File: src/rtl/sumaresta_if.sv
// Operation/result bus for the sumaresta accumulator: request side (A, Q, valid/ready)
// and result side (D, C, Z, valid/ready).
interface sumaresta_if #(
  parameter int WIDTH = 4
);
  logic [1:0]       A;
  logic [WIDTH-1:0] Q;
  logic             in_valid;
  logic             in_ready;
  logic [WIDTH-1:0] D;
  logic             C;
  logic             Z;
  logic             out_valid;
  logic             out_ready;

  modport master (
    output A, Q, in_valid, out_ready,
    input  in_ready, D, C, Z, out_valid
  );

  modport slave (
    input  A, Q, in_valid, out_ready,
    output in_ready, D, C, Z, out_valid
  );
endinterface

File: src/rtl/sumaresta_acc.sv
// WIDTH-bit LOAD/SUMA/RESTA/CLEAR accumulator with valid/ready handshakes on both sides.
// Define SUMARESTA_SAT_EN to make SUMA/RESTA saturate instead of wrapping.
module sumaresta_acc #(
  parameter int               WIDTH    = 4,
  parameter logic [WIDTH-1:0] ACC_INIT = '0
) (
  input  logic        clk,
  input  logic        rst,
  sumaresta_if.slave  bus
);

  typedef enum logic [1:0] {
    IDLE = 2'd0,
    EXEC = 2'd1,
    DONE = 2'd2
  } state_t;

  localparam logic [1:0] OP_LOAD  = 2'd0;
  localparam logic [1:0] OP_SUMA  = 2'd1;
  localparam logic [1:0] OP_RESTA = 2'd2;
  localparam logic [1:0] OP_CLEAR = 2'd3;

  state_t           state_q, state_d;
  logic [1:0]       op_q;
  logic [WIDTH-1:0] opnd_q;
  logic [WIDTH-1:0] acc_q, acc_d;
  logic             c_q, c_d;
  logic             z_q, z_d;
  logic [WIDTH:0]   sum_ext;
  logic [WIDTH:0]   diff_ext;

  // The top bit of each extended result is the carry (SUMA) or borrow (RESTA).
  function automatic logic [WIDTH-1:0] fit_sum(input logic [WIDTH:0] s);
`ifdef SUMARESTA_SAT_EN
    fit_sum = s[WIDTH] ? {WIDTH{1'b1}} : s[WIDTH-1:0];
`else
    fit_sum = s[WIDTH-1:0];
`endif
  endfunction

  function automatic logic [WIDTH-1:0] fit_diff(input logic [WIDTH:0] d);
`ifdef SUMARESTA_SAT_EN
    fit_diff = d[WIDTH] ? {WIDTH{1'b0}} : d[WIDTH-1:0];
`else
    fit_diff = d[WIDTH-1:0];
`endif
  endfunction

  // Operand capture happens only on the IDLE accept cycle, so no reset is needed here.
  always_ff @(posedge clk) begin
    if (state_q == IDLE && bus.in_valid) begin
      op_q   <= bus.A;
      opnd_q <= bus.Q;
    end
  end

  always_ff @(posedge clk or posedge rst) begin
    if (rst) begin
      state_q <= IDLE;
      acc_q   <= ACC_INIT;
      c_q     <= 1'b0;
      z_q     <= (ACC_INIT == '0);
    end else begin
      state_q <= state_d;
      acc_q   <= acc_d;
      c_q     <= c_d;
      z_q     <= z_d;
    end
  end

  always_comb begin
    state_d  = state_q;
    acc_d    = acc_q;
    c_d      = c_q;
    z_d      = z_q;
    sum_ext  = {1'b0, acc_q} + {1'b0, opnd_q};
    diff_ext = {1'b0, acc_q} - {1'b0, opnd_q};
    unique case (state_q)
      IDLE: begin
        if (bus.in_valid) state_d = EXEC;
      end
      EXEC: begin
        state_d = DONE;
        unique case (op_q)
          OP_LOAD: begin
            acc_d = opnd_q;
            c_d   = 1'b0;
          end
          OP_SUMA: begin
            acc_d = fit_sum(sum_ext);
            c_d   = sum_ext[WIDTH];
          end
          OP_RESTA: begin
            acc_d = fit_diff(diff_ext);
            c_d   = diff_ext[WIDTH];
          end
          OP_CLEAR: begin
            acc_d = ACC_INIT;
            c_d   = 1'b0;
          end
          default: begin
            acc_d = acc_q;
            c_d   = c_q;
          end
        endcase
        z_d = (acc_d == '0);
      end
      DONE: begin
        if (bus.out_ready) state_d = IDLE;
      end
      default: state_d = IDLE;
    endcase
  end

  assign bus.in_ready  = (state_q == IDLE);
  assign bus.out_valid = (state_q == DONE);
  assign bus.D         = acc_q;
  assign bus.C         = c_q;
  assign bus.Z         = z_q;

endmodule

File: src/flat_wrapper.sv
// flat-port wrapper written by rule: the top's interface ports become plain ports
module sumaresta_acc_flat 
#(
  parameter int               WIDTH    = 4,
  parameter logic [WIDTH-1:0] ACC_INIT = '0
)
  (clk, rst, bus_A, bus_Q, bus_in_valid, bus_out_ready, bus_in_ready, bus_D, bus_C, bus_Z, bus_out_valid);
  sumaresta_if #(.WIDTH(WIDTH)) bus_i ();
  input  logic clk;
  input  logic rst;
  input wire logic [$bits(bus_i.A)-1:0] bus_A;
  input wire logic [$bits(bus_i.Q)-1:0] bus_Q;
  input wire logic [$bits(bus_i.in_valid)-1:0] bus_in_valid;
  input wire logic [$bits(bus_i.out_ready)-1:0] bus_out_ready;
  output wire logic [$bits(bus_i.in_ready)-1:0] bus_in_ready;
  output wire logic [$bits(bus_i.D)-1:0] bus_D;
  output wire logic [$bits(bus_i.C)-1:0] bus_C;
  output wire logic [$bits(bus_i.Z)-1:0] bus_Z;
  output wire logic [$bits(bus_i.out_valid)-1:0] bus_out_valid;
  assign bus_i.A = bus_A;
  assign bus_i.Q = bus_Q;
  assign bus_i.in_valid = bus_in_valid;
  assign bus_i.out_ready = bus_out_ready;
  assign bus_in_ready = bus_i.in_ready;
  assign bus_D = bus_i.D;
  assign bus_C = bus_i.C;
  assign bus_Z = bus_i.Z;
  assign bus_out_valid = bus_i.out_valid;
  sumaresta_acc #(.WIDTH(WIDTH), .ACC_INIT(ACC_INIT)) u_core (.clk(clk), .rst(rst), .bus(bus_i));
endmodule
File: config.mk
export PLATFORM = sky130hd
export DESIGN_NAME = sumaresta_acc_flat
export DESIGN_NICKNAME = d
export VERILOG_FILES = /design/src/rtl/sumaresta_if.sv /design/src/rtl/sumaresta_acc.sv /design/src/flat_wrapper.sv
export SDC_FILE = /design/constraint.sdc
export NUM_CORES = 1
export LEC_CHECK = 0
export BUFFER_PORTS_ARGS = -buffer_cell sky130_fd_sc_hd__buf_2
export CORE_UTILIZATION = 53
export DETAILED_ROUTE_END_ITERATION = 7
export GPL_TIMING_DRIVEN = 0
export PLACE_DENSITY = 0.76
export SYNTH_ARGS = -nofsm -noshare
export SYNTH_HDL_FRONTEND = slang
export SYNTH_SLANG_ARGS = --single-unit
File: constraint.sdc
create_clock -name clk -period 2.6 [get_ports clk]
set_clock_uncertainty 0.15 [all_clocks]
set_input_delay 0.13 -clock clk [delete_from_list [all_inputs] [get_ports clk]]
set_output_delay 0.13 -clock clk [all_outputs]
set_load 0.01 [all_outputs]
* Word-level counts from Yosys, hierarchy flattened *
Index checks and enable logic that the tools add are counted.

storage, ports and cells
  bits in registers = 14
  bits in latches = 0
  memory bits (writable) = 0
  bits in read-only memories = 0
  input bits = 10
  output and inout port bits = 8
  memories kept = 0

operators by class
  add/sub/neg operators = 2
  multipliers = 0
  div/mod/pow operators = 0
  $lt $le $gt $ge = 0
  equality and inequality tests = 7
  shifts and indexed selects = 0
  multiplexer cells = 6
  bitwise logic cells = 0
  reduce and logical (&&, ||, !) cells = 6

operator list
  operator                                             number
  case mux 4 bit (4 select lines)                      1
  equality test 2 bit, second input constant           3
  case mux 2 bit (3 select lines)                      1
  adder 4 x 4 -> 5 bit                                 1
  subtractor 4 x 4 -> 5 bit                            1
  equality test 2 x 1 -> 1 bit, second input constant  2
  logical NOT 2 bit                                    2
  logical NOT 4 bit                                    1
  two-way mux 2 bit                                    2
  two-way mux 4 bit                                    1
  != test 2 bit, second input constant                 2
  case mux 1 bit (3 select lines)                      1
  AND reduction 2 bit                                  1
  OR reduction 2 bit                                   1
  logical AND 1 bit                                    1

* Longest topological paths before layout *
Gate-level depths: netlist (run 1).

  depth after elaboration = 4
  gate-level depth with buffers = 7

* Least setup slack after synthesis (run 1) *
OpenSTA, ideal clock, no wires.

  path kind = reg2reg
  from = register u_core.acc_q[0], in the netlist u_core.bus.D[0]
  to = register u_core.z_q, in the netlist u_core.bus.Z
  setup time = 0.086 ns
  data arrival time = 1.911 ns
  data required time = 2.364 ns
  path slack = 0.453 ns
  stages on the path, launching flop included = 8
  buffers on the path = 0
  cells stage by stage = dfrtp_1 -> ha_1 -> inv_1 -> fa_1 -> or2_2 -> mux4_1 -> nand4_1 -> o31ai_1

between the ends
  longest elaborated chain between the ends = 4
  elaborated cells between the ends (all ways) = 5

RTL lines
  what                                                               RTL line                                  RTL
  start, declared                                                    sumaresta_acc.sv:26                       logic [WIDTH-1:0] acc_q, acc_d;
  start signal, assigned                                             sumaresta_acc.sv:60                       acc_q <= ACC_INIT;
  start signal, assigned                                             sumaresta_acc.sv:65                       acc_q <= acc_d;
  subtractor 4 x 4 -> 5 bit or adder 4 x 4 -> 5 bit (tied branches)  sumaresta_acc.sv:77, sumaresta_acc.sv:76
  case mux 4 bit (4 select lines) *                                  sumaresta_acc.sv:84                       unique case (op_q)
  two-way mux 4 bit *                                                sumaresta_acc.sv:78                       unique case (state_q)
  logical NOT 4 bit *                                                sumaresta_acc.sv:106                      z_d = (acc_d == '0);
  end signal, assigned                                               sumaresta_acc.sv:62                       z_q <= (ACC_INIT == '0);
  end signal, assigned                                               sumaresta_acc.sv:67                       z_q <= z_d;
  end, declared                                                      sumaresta_acc.sv:28                       logic z_q, z_d;

Every way passes the cells marked *; elsewhere a longest branch is shown, timed or not. The select of a mux whose other input is x is not followed.
A chain may end at the register's enable or synchronous reset.

* Final worst setup path (run 1) *
  from = register u_core.acc_q[0], in the netlist u_core.bus.D[0]
  to = register u_core.acc_q[2], in the netlist u_core.bus.D[2]

between the ends
  longest elaborated chain between the ends = 3
  elaborated cells between the ends (all ways) = 4

RTL lines
  what                                                               RTL line
  subtractor 4 x 4 -> 5 bit or adder 4 x 4 -> 5 bit (tied branches)  sumaresta_acc.sv:77, sumaresta_acc.sv:76
  case mux 4 bit (4 select lines) *                                  sumaresta_acc.sv:84
  two-way mux 4 bit *                                                sumaresta_acc.sv:78

Marked as above.

==> run_results.csv, run 1 <==
group,metric,value,unit
worst_setup_path,path_cells,"ha_1 > inv_1 > fa_1 > or2_2 > mux4_1 > a31oi_1",
logic_synthesis,syn_inst,86,
sta,tightestPinTransition,0.349,ns
clock_tree,path_clk_slew,0.08,ns
placement,gp_congestion,0.822,
detailed_routing,wirelength,1770,um
worst_setup_path,cp_data_arrival_time,2.38,ns
worst_setup_path,crit_path_max_fanout,4,
sta,relSlewSlack,0.768,
clock_tree,cts_tree,"built",
cells_and_area,nets,137,
die,die_area,0.00187,sq mm
worst_setup_path,timing.rr.start,"u_core.bus.D[0]",
detailed_routing,drcViolationCount,0,
min_path,hold_class,"input port to async pin",
die,core-area,0.00154,sq mm
logic_synthesis,synthFlopType,"dfrtp_1",
grt,overflow,0,
status,status,"finished clean",
grt,grt_pass1_vias,722,
logic_synthesis,yosysSeqAreaShare,0.422,
clock_tree,clockBufferDepth,2,
clock_tree,h-tree-depth,1,
worst_setup_path,path_class,"register to register",
die,die-height,43.3,um
worst_setup_path,crit_path_end_kind,"register",
detailed_routing,drt_iter0_markers,25,
power,p_per_area,968,mW/mm^2
detailed_routing,via_per_inst,5.69,
clock_tree,clock-root-buffer,"clkbuf_4",
sta,setup-tns-final,0,ns
sta,timing.fmax,428,MHz
grt,grt_pass1_wl,2970,um
sta,fin_ws,0.265,ns
placement,dp_hpwl,1320,um
die,rows,14,
power,leakagePower,0.507,nW
worst_setup_path,slowest_delay,0.52,ns
worst_setup_path,worstPathRequired,2.64,ns
worst_setup_path,crit_path_start,"u_core.bus.D[0]",
logic_synthesis,yosys_warnings,0,
logic_synthesis,synth_edf_count,6,
job,drv_cap,0,
cells_and_area,multi_input_area,470,sq um
power,ir_worst_vdd,598,uV
clock_tree,numCtsBuffers,3,
worst_setup_path,startpoint_type,"register",
worst_setup_path,crit_buf_inv,1,
cells_and_area,layout_commonest_cell,"buf_2",
grt,track_usage,0.217,
placement,place_ws,0.301,ns
sta,hold_violations,0,
cells_and_area,fillers,121,
detailed_routing,ant_nets,0,
sta,fin_hold_ws,0.203,ns
logic_synthesis,ys_async_sr_fraction,0.571,
die,ios,18,
detailed_routing,num_vias,751,
sta,fin_crit_sh,0.898,
logic_synthesis,synth_seq_cells,14,
clock_tree,clk_latency,0.27,ns
cells_and_area,antenna_cells,0,
placement,port-buffer-count,17,
logic_synthesis,yosysUniqueCellTypes,34,
die,dieWidth,43.3,um
worst_setup_path,cpLargestDelayFamily,"adder cells",
sta,rsz0062_at_grt,"false",
worst_setup_path,cpMaxStageDelayCell,"mux4_1",
die,start_util,0.586,
sta,slew_violations,0,
sta,setup_viol,0,
clock_tree,cts_sinks,14,
cells_and_area,ff_latch_area,382,sq um
detailed_routing,dr.pass1.iters,4,
detailed_routing,wl_per_cell,13.4,um
cells_and_area,syn_to_final_growth,24.5,%
cells_and_area,drive_gt1_frac,0.224,
logic_synthesis,synth.avg_cell_area,10.5,sq um
logic_synthesis,syn_area,903,sq um
grt,antenna_found_initial,0,
grt,grt_max_degree,11,
sta,period_minus_slack,2.33,ns
cells_and_area,final_cell_mix,"19 x buf_2, 10 x inv_1, 9 x dlygate4sd3_1",
logic_synthesis,synth_nets,106,
==> through the flow <==
| step | total power [mW] | cell area (sq um) | cells | utilization |
|---|---|---|---|---|
| after floorplan | 0.788 | 903 | 86 | - |
| after global placement | 0.924 | 1010 | 119 | 0.654 |
| after detailed placement | 0.951 | 1010 | 119 | 0.654 |
| after CTS | 1.09 | 1120 | 132 | 0.730 |
| after global routing | 1.18 | 1120 | 132 | 0.730 |
| final | 1.09 | 1120 | 132 | 0.730 |
==> cell families (layout without fill, tap and decap cells) <==
family | Yosys count | in the layout | synth area share
fa+ha+maj | 10 | 10 | 0.155
mux | 1 | 1 | 0.0291
compound gates | 19 | 19 | 0.154
simple gates | 29 | 29 | 0.183
flops | 14 | 14 | 0.422
buf+inv | 13 | 43 | 0.0568
==> report_power, final <==
group,switching [mW],internal [mW],leakage (nW)
Combinational,0.312,0.275,0.339
Clock,0.0647,0.0595,0.0150
Sequential,0.0661,0.311,0.154
Total,0.443,0.645,0.507
==> layer usage <==
layer | track usage | share of wire | vias up
li1 | - | - | 368
met1 | 0.248 | 0.44 | 363
met2 | 0.400 | 0.52 | 17
met3 | 0.0426 | 0.037 | 3
met4 | 0.0667 | 0.0074 | 0
met5 | 0 | 0 | -
==> cells in the mapped netlist (2+ instances only) <==
master | instances | area share
inv_1 | 10 | 0.042
edfxtp_1 | 6 | 0.20
dfrtp_1 | 7 | 0.19
nand4_1 | 2 | 0.014
o31ai_1 | 2 | 0.017
buf_2 | 2 | 0.011
a21oi_1 | 2 | 0.011
nand2_1 | 5 | 0.021
and2_0 | 2 | 0.014
ha_1 | 8 | 0.11
nor2b_1 | 3 | 0.021
nand2b_1 | 5 | 0.035
and2_1 | 2 | 0.014
o32a_1 | 2 | 0.022
fa_1 | 2 | 0.044
o21ai_0 | 5 | 0.028
nor2_1 | 4 | 0.017
==> path summary, 6_finish.rpt <==
check / cells after the start / slack (ns) / to
worst min register to register: 2 / 0.32 / u_core.bus.Z
max in group asynchronous: 3 / 1.81 / u_core.bus.Z
worst min-delay path: 3 / 0.20 / u_core.bus.D[1]
min in group clk: 2 / 0.32 / u_core.bus.Z
worst max-delay path: 6 / 0.27 / u_core.bus.D[2]
worst max register to register: 6 / 0.27 / u_core.bus.D[2]
==> area by class of cell <==
cell class                 count  area share
buffer                         3      0.0122
clock buffer                   4      0.0234
inverter                      10      0.0334
multi-input combinational     59       0.418
sequential                    14       0.339
tap                           16      0.0178
timing repair buffer          26       0.156
==> state kept, by name, summed over array words and instances (netlist names) <==
| register | cells |
|---|---|
| u_core.bus.C | 1 |
| u_core.op_q | 2 |
| u_core.state_q | 2 |
| u_core.bus.D | 4 |
| u_core.opnd_q | 4 |
| u_core.bus.Z | 1 |
==> timing repair <==
item / 4_1_cts / 5_1_grt
hold buffers: 9 / 0
endpoints found under the hold margin: 16 / 0
resized for setup: 0 / 0
buffers inserted: 0 / 0
==> worst min-delay path, stage by stage <==
cell and delay (ns):
dlygate4sd3_1 0.54, buf_2 0.12, inv_1 0.24
Power figures use the tool's default switching activity.
==> inputs of run 2 (changes only) <==
--- a/config.mk
+++ b/config.mk
@@ -9,7 +9,9 @@
 export CORE_UTILIZATION = 53
 export DETAILED_ROUTE_END_ITERATION = 7
 export GPL_TIMING_DRIVEN = 0
+export MAX_ROUTING_LAYER = met4
 export PLACE_DENSITY = 0.76
+export REMOVE_ABC_BUFFERS = 1
 export SYNTH_ARGS = -nofsm -noshare
 export SYNTH_HDL_FRONTEND = slang
 export SYNTH_SLANG_ARGS = --single-unit
==> run_results.csv, run 2 (synthesized netlist as in run 1, its figures left out) <==
group,metric,value,unit
cells_and_area,final_cell_mix,"17 x buf_2, 10 x inv_1, 9 x dlygate4sd3_1",
min_path,hold_class,"input port to async pin",
grt,grt_pass1_wl,2970,um
sta,hold_violations,0,
sta,fin_ws,0.320,ns
placement,dp_hpwl,1300,um
cells_and_area,layout_commonest_cell,"buf_2",
clock_tree,cts.repair.resized,0,
clock_tree,numCtsBuffers,3,
cells_and_area,syn_to_final_growth,23.0,%
power,p_per_area,967,mW/mm^2
die,die_area,0.00187,sq mm
die,rows,14,
detailed_routing,wl_per_cell,13.4,um
detailed_routing,ant_nets,0,
job,drv_cap,0,
detailed_routing,drt_iter0_markers,7,
grt,grt_pass1_vias,738,
die,start_util,0.586,
sta,fin_crit_sh,0.877,
die,core-area,0.00154,sq mm
worst_setup_path,worstPathRequired,2.64,ns
worst_setup_path,cpLargestDelayFamily,"adder cells",
sta,slew_violations,0,
clock_tree,cts_tree,"built",
grt,track_usage,0.218,
detailed_routing,num_vias,716,
cells_and_area,antenna_cells,0,
cells_and_area,fin_area,0.00111,sq mm
detailed_routing,wirelength,1740,um
worst_setup_path,crit_buf_inv,1,
sta,timing.fmax,439,MHz
placement,dpl_cell_area,995,sq um
power,ir_worst_vdd,556,uV
worst_setup_path,path_class,"register to register",
worst_setup_path,crit_path_end_kind,"register",
grt,grt_max_degree,14,
cells_and_area,finalNonFillerCells,129,
clock_tree,cts_sinks,14,
detailed_routing,drcViolationCount,0,
worst_setup_path,slowest_delay,0.52,ns
sta,fin_hold_ws,0.186,ns
clock_tree,clock-root-buffer,"clkbuf_4",
worst_setup_path,worstSetupPathDepth,6,
sta,relSlewSlack,0.762,
cells_and_area,nets,134,
sta,setup-tns-final,0,ns
clock_tree,path_clk_slew,0.08,ns
die,ios,18,
placement,place_ws,0.333,ns
placement,gp_congestion,0.869,
sta,tightestPinTransition,0.357,ns
power,leakagePower,0.499,nW
worst_setup_path,cpMaxStageDelayCell,"mux4_1",
detailed_routing,dr.pass1.iters,4,
worst_setup_path,reg2reg_depth,6,
die,die-height,43.3,um
worst_setup_path,crit_path_max_fanout,4,
sta,rsz0062_at_grt,"false",
grt,overflow,0,
worst_setup_path,path_cells,"ha_1 > inv_1 > fa_1 > or2_2 > mux4_1 > a31oi_1",
detailed_routing,via_per_inst,5.55,
sta,setup_viol,0,
placement,port-buffer-count,17,
sta,period_minus_slack,2.28,ns
clock_tree,h-tree-depth,1,
worst_setup_path,startpoint_type,"register",
clock_tree,clockBufferDepth,2,
clock_tree,clk_latency,0.27,ns
placement,placed_cells,116,
worst_setup_path,cp_data_arrival_time,2.32,ns
die,dieWidth,43.3,um
status,status,"finished clean",
grt,antenna_found_initial,0,
cells_and_area,drive_gt1_frac,0.212,
## run 2: final timing paths
kind,startpoint,to,slack (ns)
worst max-delay path,u_core.bus.D[0],u_core.bus.D[2],0.32
worst min-delay path,rst,u_core.bus.D[2],0.19
worst max register to register,u_core.bus.D[0],u_core.bus.D[2],0.32
worst min register to register,u_core.bus.Z,u_core.bus.Z,0.32
max in group asynchronous,rst,u_core.bus.Z,1.83
min in group clk,u_core.bus.Z,u_core.bus.Z,0.32
## run 2: area by class of cell
type	instances	area, sq um
fill	116	430
multi-input combinational	59	470
timing repair buffer	26	175
tap	16	20.0
clock buffer	4	26.3
sequential	14	382
inverter	10	37.5
## run 2: what timing repair did
action | in CTS | in global routing
endpoints found under the hold margin | 16 | 0
hold buffers | 9 | 0
setup endpoints to repair | 0 | 0
setup buffers | 0 | 0
## run 2: per-stage QoR
stage          utilization  total power [mW]
2_1_floorplan            -             0.780
3_3_place_gp         0.645             0.915
3_5_place_dp         0.645             0.940
4_1_cts              0.721              1.08
5_1_grt              0.721              1.17
6_report             0.721              1.07
## run 2: routing by layer
metal / up-vias / wire (um) / GRT usage
met4: 0 / 12 / 0.0727
met5: - / 0 / -
met3: 2 / 40 / 0.0383
met2: 16 / 927 / 0.382
met1: 340 / 754 / 0.249
li1: 358 / - / -
## run 2: worst min-delay path: stages
cell,delay (ns)
dlygate4sd3_1,0.53
buf_2,0.12
inv_1,0.23
## run 2: report_power, final
group	switching, mW	leakage (nW)	total [mW]	internal [mW]
registers	0.0775	0.154	0.389	0.311
clock network	0.0663	0.0150	0.126	0.0594
logic	0.292	0.331	0.560	0.268
